File: src/rtl/multi_switch_toggle.sv
// Multi-channel switch front end: sync, debounce, edge detect, LED toggle.
// Optional long-press detection enabled by defining LONG_PRESS_EN.
module multi_switch_toggle #(
   parameter int NUM_CH          = 4,
   parameter int DEBOUNCE_CYCLES = 250000,
   parameter int EDGE_MODE       = 0,
   parameter int LONG_CYCLES     = 25000000
) (
   input  logic              clk,
   input  logic              rst_n,
   input  logic [NUM_CH-1:0] sw_in,
   input  logic              clr_in,
   output logic [NUM_CH-1:0] sw_stable,
   output logic [NUM_CH-1:0] edge_pulse,
   output logic [NUM_CH-1:0] led_out,
   output logic [NUM_CH-1:0] long_pulse
);

   localparam int CW = $clog2(DEBOUNCE_CYCLES + 1);
   localparam logic [CW-1:0] CNT_LAST = CW'(DEBOUNCE_CYCLES - 1);

   if (NUM_CH < 1) begin : g_bad_ch
      $error("NUM_CH must be >= 1");
   end
   if (DEBOUNCE_CYCLES < 1) begin : g_bad_db
      $error("DEBOUNCE_CYCLES must be >= 1");
   end
   if (LONG_CYCLES < 1) begin : g_bad_long
      $error("LONG_CYCLES must be >= 1");
   end
   if (EDGE_MODE < 0 || EDGE_MODE > 2) begin : g_bad_mode
      $error("EDGE_MODE must be 0, 1 or 2");
   end

   logic [NUM_CH-1:0] s1;
   logic [NUM_CH-1:0] s2;
   logic [NUM_CH-1:0] stable_q;
   logic [NUM_CH-1:0] rise;
   logic [NUM_CH-1:0] fall;
   logic [NUM_CH-1:0] trig;
   logic [NUM_CH-1:0] keep_fall;
   logic [CW-1:0]     cnt [NUM_CH];

   always_ff @(posedge clk or negedge rst_n) begin
      if (!rst_n) begin
         s1 <= '0;
         s2 <= '0;
      end else begin
         s1 <= sw_in;
         s2 <= s1;
      end
   end

   // A change is accepted only after DEBOUNCE_CYCLES consecutive differing samples.
   always_ff @(posedge clk or negedge rst_n) begin
      if (!rst_n) begin
         sw_stable <= '0;
         for (int i = 0; i < NUM_CH; i++) cnt[i] <= '0;
      end else begin
         for (int i = 0; i < NUM_CH; i++) begin
            if (s2[i] == sw_stable[i]) begin
               cnt[i] <= '0;
            end else if (cnt[i] == CNT_LAST) begin
               sw_stable[i] <= s2[i];
               cnt[i]       <= '0;
            end else begin
               cnt[i] <= cnt[i] + 1'b1;
            end
         end
      end
   end

   assign rise = sw_stable & ~stable_q;
   assign fall = ~sw_stable & stable_q;

   if (EDGE_MODE == 0) begin : g_mode_rel
      assign trig = fall & keep_fall;
   end else if (EDGE_MODE == 1) begin : g_mode_press
      assign trig = rise;
   end else begin : g_mode_both
      assign trig = rise | (fall & keep_fall);
   end

   always_ff @(posedge clk or negedge rst_n) begin
      if (!rst_n) begin
         stable_q   <= '0;
         edge_pulse <= '0;
         led_out    <= '0;
      end else begin
         stable_q   <= sw_stable;
         edge_pulse <= trig;
         led_out    <= clr_in ? '0 : (led_out ^ trig);
      end
   end

`ifdef LONG_PRESS_EN
   localparam int LW = $clog2(LONG_CYCLES + 1);
   localparam logic [LW-1:0] LONG_MAX  = LW'(LONG_CYCLES);
   localparam logic [LW-1:0] LONG_LAST = LW'(LONG_CYCLES - 1);

   logic [LW-1:0] hold [NUM_CH];

   // Hold counter saturates at LONG_MAX so each press yields one pulse.
   always_ff @(posedge clk or negedge rst_n) begin
      if (!rst_n) begin
         long_pulse <= '0;
         for (int i = 0; i < NUM_CH; i++) hold[i] <= '0;
      end else begin
         for (int i = 0; i < NUM_CH; i++) begin
            if (!sw_stable[i]) begin
               hold[i]       <= '0;
               long_pulse[i] <= 1'b0;
            end else if (hold[i] == LONG_LAST) begin
               hold[i]       <= LONG_MAX;
               long_pulse[i] <= 1'b1;
            end else begin
               long_pulse[i] <= 1'b0;
               if (hold[i] != LONG_MAX) hold[i] <= hold[i] + 1'b1;
            end
         end
      end
   end

   always_comb begin
      keep_fall = '1;
      for (int i = 0; i < NUM_CH; i++) keep_fall[i] = (hold[i] != LONG_MAX);
   end
`else
   assign long_pulse = '0;
   assign keep_fall  = '1;
`endif

endmodule

File: config.mk
export PLATFORM = sky130hd
export DESIGN_NAME = multi_switch_toggle
export DESIGN_NICKNAME = d
export VERILOG_FILES = /design/src/rtl/multi_switch_toggle.sv
export SDC_FILE = /design/constraint.sdc
export NUM_CORES = 1
export LEC_CHECK = 0
export CAP_MARGIN = 30
export CORE_ASPECT_RATIO = 1.5
export CORE_MARGIN = 5
export CORE_UTILIZATION = 45
export DETAILED_ROUTE_END_ITERATION = 10
export PLACE_DENSITY = 0.65
export SLEW_MARGIN = 20
export SYNTH_ARGS = -nofsm -noshare
export SYNTH_HDL_FRONTEND = slang
export SYNTH_SLANG_ARGS = --single-unit
File: constraint.sdc
create_clock -name clk -period 4.9 [get_ports clk]
set_input_delay 0.98 -clock clk [delete_from_list [all_inputs] [get_ports clk]]
set_output_delay 0.98 -clock clk [all_outputs]
set_load 0.01 [all_outputs]
==> results of run 1 <==
==> sequential cells by signal, indices dropped and copies added, names as in the netlist <==
register    count
cnt            72
edge_pulse      4
led_out         4
s1              4
s2              4
stable_q        4
sw_stable       4
==> power breakdown <==
group          total, mW  switching [mW]  internal (mW)  leakage, nW
registers          0.814         0.00993          0.804         1.31
clock network      0.668           0.294          0.374        0.142
logic             0.0529          0.0354         0.0175        0.670
total               1.53           0.339           1.20         2.13
==> routing by layer <==
metal,vias to the layer above,global-route usage (%)
met2,48,25.1
met3,17,3.52
met4,0,5.95
li1,1520,-
met1,1493,17.4
met5,-,0
==> area by class of cell <==
cell class / count / area, sq um
fill: 858 / 4640
inverter: 12 / 45.0
tap: 115 / 144
clock buffer: 11 / 253
timing repair buffer: 21 / 208
multi-input combinational: 307 / 2010
sequential: 96 / 2400
clock inverter: 5 / 38.8
==> placed cells by master (no fill, tap or decap), drive strengths merged, types with 4 or more instances in the layout <==
master | synthesis | routed
nand4 | 23 | 23
or4 | 4 | 4
nand2 | 24 | 24
xor2 | 20 | 20
nor2b | 5 | 5
nor3 | 11 | 11
o41ai | 4 | 4
conb | 1 | 4
and4 | 8 | 8
dfrtp | 96 | 96
ha | 4 | 4
inv | 12 | 13
nand3 | 24 | 24
nor4 | 24 | 24
a21oi | 6 | 6
clkdlybuf4s50 | 0 | 17
xnor2 | 45 | 45
mux2 | 4 | 4
clkbuf | 1 | 11
buf | 8 | 4
nor2 | 80 | 80
==> final timing paths <==
path                       cells after the start  slack [ns]           end          from
setup / recovery                               1        2.59  sw_stable[0]  sw_stable[0]
hold / removal                                 0        0.35         s2[3]         s1[3]
setup reg to reg                               4        2.64       cnt[35]       cnt[18]
hold reg to reg                                0        0.35         s2[3]         s1[3]
max in group asynchronous                      2        3.28       cnt[12]         rst_n
min in group asynchronous                      1        0.71        cnt[3]         rst_n
==> cell usage after synthesis (4+ instances only) <==
library cell	instances	area, sq um
xnor2_1	45	394
o41ai_4	4	110
nor2b_1	5	31.3
nor2_1	80	300
nor4_1	24	150
xor2_1	20	175
mux2_2	4	45.0
buf_4	5	37.5
a21oi_1	4	20.0
nand4_1	20	125
nand2_1	24	90.1
and4_1	8	70.1
nand3_1	24	120
nor3_1	11	55.1
ha_1	4	50.1
inv_1	12	45.0
dfrtp_1	96	2400
==> metrics by stage <==
step / util, % / total power [mW]
after global placement: 49.1 / 0.880
after floorplan: - / 0.857
after CTS: 52.1 / 1.56
after global routing: 52.3 / 1.60
after detailed placement: 49.1 / 0.882
final: 52.3 / 1.53
==> kinds of logic (layout without fill, tap and decap cells) <==
| group | after synthesis | count (layout) | share of synthesized area [%] |
|---|---|---|---|
| buf+inv | 21 | 49 | 2.55 |
| compound gates | 18 | 18 | 4.46 |
| fa+ha+maj | 4 | 4 | 1.11 |
| simple gates | 212 | 212 | 25.0 |
| xor+xnor | 65 | 65 | 12.6 |
| other cells | 1 | 4 | 0.0830 |
| flops | 96 | 96 | 53.2 |
| mux | 4 | 4 | 0.997 |
==> results.tsv, run 1 <==
metric	value	unit
cp-start-kind	register	
ys_seq_elements	96	
grt-ovfl-total	0	
remaining_drc_errors	0	
cp.arrival	1.33	ns
die_area	12200	sq um
maxUsedRoutingLayer	met4	
holdWs	0.352	ns
rows	44	
ys.flop_type	dfrtp_1	
antenna_found_initial	0	
via_per_inst	5.43	
cts.sinks	96	
n_antenna_cell	0	
setup_viol	0	
clockRootBuffer	clkbuf_16	
numCtsBuffers	9	
fin_crit	2.31	ns
postCtsSetupBuffers	0	
dr_wl_met3	270	um
cts_hold_buffers	0	
postPlaceCellArea	4790	sq um
peakVddDrop	0.242	mV
async_flop_share	100	%
hpwl	5710	um
hold_class	reg2reg	
clock_latency	0.34	ns
netlist_instances	421	
status	finished clean	
yosysSeqAreaShare	53.2	%
area_growth	12.9	%
initial_core_util	46.3	%
synthDistinctLibCells	36	
synth_edf_count	0	
finalCritPeriodShare	47.1	%
pre_cts_slack	2.66	ns
crit_type	reg2out	
pin_count	23	
cp_slowest_cell	clkdlybuf4s50_1	
crit_chain	clkdlybuf4s50_1	
grt_max_degree	65	
globalplace.congestion	0.816	
syn_area	4520	sq um
required	3.92	ns
core	9740	sq um
fin_ws	2.59	ns
rsz0062_at_grt	false	
instances_no_fill	567	
grtUsageTotal	14.6	%
drt_pass1_iterations	4	
h-tree-depth	3	
wl_met2	4130	um
wl_met1	3500	um
die_y	133	um
fin_tns_setup	0	ns
fmax	434	MHz
drive_above_1_share	9.07	%
grt_pass1_wl	14500	um
path_buf_inv	1	
cts_buffer_depth	2	
wirelength	8080	um
cts_tree	built	
finalMaxSlewViolations	0	
nets	458	
fin_skew	0.00917	ns
path_delay_family	buffers and inverters	
power_leakage	2.13	nW
syn_avg_cell_area	10.7	sq um
placed_cells	549	
cts_resized	0	
routed-via-count	3078	
critPathMaxFanout	5	
yosysWarningCount	0	
ant_nets	0	
max_stage_delay	0.56	ns
hold_viol	0	
tightest_slew	1.01	ns
grt_pass1_vias	3217	
power.density	301	nW/um^2
slew_headroom	32.2	%
final_area	5100	sq um
wire_per_inst	14.3	um
die_x	91.8	um
first_iter_violations	130	
end_kind	output pin	
path_clk_slew	0.07	ns
max_cap_viol_count	0	
port_buffers	18	
(Power assumes the default switching activity.)
==> run 2: changes to the inputs <==
Clock period 4.9 ns to 2.2 ns, I/O delays scaled along.
==> run 2 against run 1 <==
  * Utilization increased by 0.69 points
  * Clock skew decreased by 0.0026 ns
  * Global-route usage increased by 0.24 points
  * Die area unchanged
  * Design area increased by 1.3%
  * Routed wire length increased by 2.3%
  * Critical path type is now reg2reg
  * Sequential share of layout area decreased by 0.62 points
  * Combinational power increased by 140%
  * Cell count increased by 1.1%
  * Hold slack got worse by 0.27 ns
  * Count of clock-buffer cells in the layout decreased by 2
  * Register-to-register slack got worse by 2.4 ns
==> results.tsv, run 2 (synthesized netlist as in run 1, its figures left out) <==
metric	value	unit	change
antenna_found_initial	0		unchanged
die_area	12200	sq um	unchanged
crit_type	reg2reg		was reg2out
fill_cells	837		was 858
via_per_inst	5.36		was 5.43
drive_above_1_share	10.3	%	was 9.07%
rsz0062_at_grt	false		unchanged
ant_nets	0		unchanged
clockRootBuffer	clkbuf_16		unchanged
pin_count	23		unchanged
rows	44		unchanged
cts_buffer_depth	2		unchanged
top_register	cnt		unchanged
fin_skew	0.00655	ns	was 0.00917 ns
status	finished clean		unchanged
cts_tree	built		unchanged
initial_core_util	46.3	%	unchanged
final_cell_mix	dfrtp_1, nor2_1, xnor2_1		unchanged
peakVddDrop	0.514	mV	was 0.242 mV
globalplace.congestion	0.804		was 0.816
tightest_slew	0.569	ns	was 1.01 ns
hpwl	5800	um	was 5710 um
largest_reg_flops	72		unchanged
setup_viol	0		unchanged
routed-via-count	3073		was 3,078
fmax	514	MHz	
fin_tns_setup	0	ns	unchanged
power_leakage	2.16	nW	was 2.13 nW
cts_resized	0		unchanged
grt-ovfl-total	0		unchanged
worst_r2r_startpoint	cnt[28]		was cnt[18]
layout_commonest_cell	dfrtp_1		unchanged
grt_max_degree	46		was 65
timing.rr.end	cnt[23]		was cnt[35]
end_kind	register		was output pin
hold_class	in2async		was reg2reg
grtUsageTotal	14.8	%	was 14.6%
critPathMaxFanout	11		was 5
required	2.43	ns	was 3.92 ns
remaining_drc_errors	0		unchanged
numCtsBuffers	9		unchanged
postCtsSetupBuffers	0		unchanged
nets	464		was 458
final_area	5170	sq um	was 5100 sq um
drt_pass1_iterations	4		unchanged
cp.arrival	2.18	ns	was 1.33 ns
h-tree-depth	3		unchanged
worstRegToRegCells	4		unchanged
cts.sinks	96		unchanged
layout.area.seq	2400	sq um	unchanged
slew_headroom	62.1	%	was 32.2%
wirelength	8260	um	was 8080 um
max_cap_viol_count	0		unchanged
rrSetupSlack	0.25	ns	was 2.64 ns
grt_pass1_vias	3244		was 3,217
grt_pass1_wl	14600	um	was 14,500 um
wire_per_inst	14.4	um	was 14.3 um
die_x	91.8	um	unchanged
fin_crit	1.95	ns	
finalCritPeriodShare	88.5	%	
finalMaxSlewViolations	0		unchanged
cts_hold_buffers	0		unchanged
cp-start-kind	register		unchanged
n_antenna_cell	0		unchanged
power.density	690	nW/um^2	was 301 nW/um^2
core	9740	sq um	unchanged
clock_latency	0.34	ns	about the same
hold_viol	0		unchanged
multi_input_area	2010	sq um	unchanged
postPlaceCellArea	4860	sq um	was 4790 sq um
port_buffers	18		unchanged
first_iter_violations	120		was 130
area_growth	14.4	%	was 12.9%
die_y	133	um	unchanged
path_clk_slew	0.07	ns	about the same
run 2: final cells by class:
type	count	share of cell area [%]
repair buffers	27	4.99
multi-input cells	307	38.9
inverters	12	0.872
flip-flops and latches	96	46.5
clock buffers	9	4.36
well taps	115	2.78
clock inverters	7	1.62
run 2: critical path: stages (launching register included):
cell     delay, ns
dfrtp_1       0.44
or4_4         0.55
o41ai_4       0.50
buf_4         0.27
nor2_1        0.07
run 2: worst max path at each step:
stage             from       to  slack, ns  cells past startpoint
3_5_place_dp   cnt[29]  cnt[31]       0.25                      4
3_3_place_gp   cnt[29]  cnt[21]       0.33                      4
2_1_floorplan  cnt[10]  cnt[16]       0.41                      5
5_1_grt        cnt[29]  cnt[23]       0.16                      4
6_report       cnt[28]  cnt[23]       0.25                      4
4_1_cts        cnt[29]  cnt[23]       0.24                      4
run 2: routing by layer:
layer | part of all wire, % | vias to the layer above | GRT usage [%]
met3 | 2.5 | 15 | 3.13
met4 | 1.8 | 0 | 7.19
met5 | 0 | - | 0
met1 | 44 | 1495 | 18.0
li1 | - | 1524 | -
met2 | 51 | 39 | 25.0
run 2: per-stage QoR:
step | utilization (%) | setup slack, ns | power (mW) | hold slack (ns) | std cells
6_report | 53.0 | 0.254 | 3.56 | 0.0833 | 573
5_1_grt | 53.0 | 0.158 | 3.71 | 0.138 | 573
4_1_cts | 53.0 | 0.244 | 3.61 | 0.106 | 573
3_5_place_dp | 49.9 | 0.252 | 1.98 | 0.338 | 557
3_3_place_gp | 49.9 | 0.326 | 1.97 | 0.333 | 557
2_1_floorplan | - | 0.410 | 1.91 | 0.144 | 424
run 2: where the power goes:
group	switching [mW]	total, mW	internal (mW)
Sequential	0.0219	1.81	1.79
Combinational	0.0809	0.126	0.0454
Clock	0.720	1.63	0.906
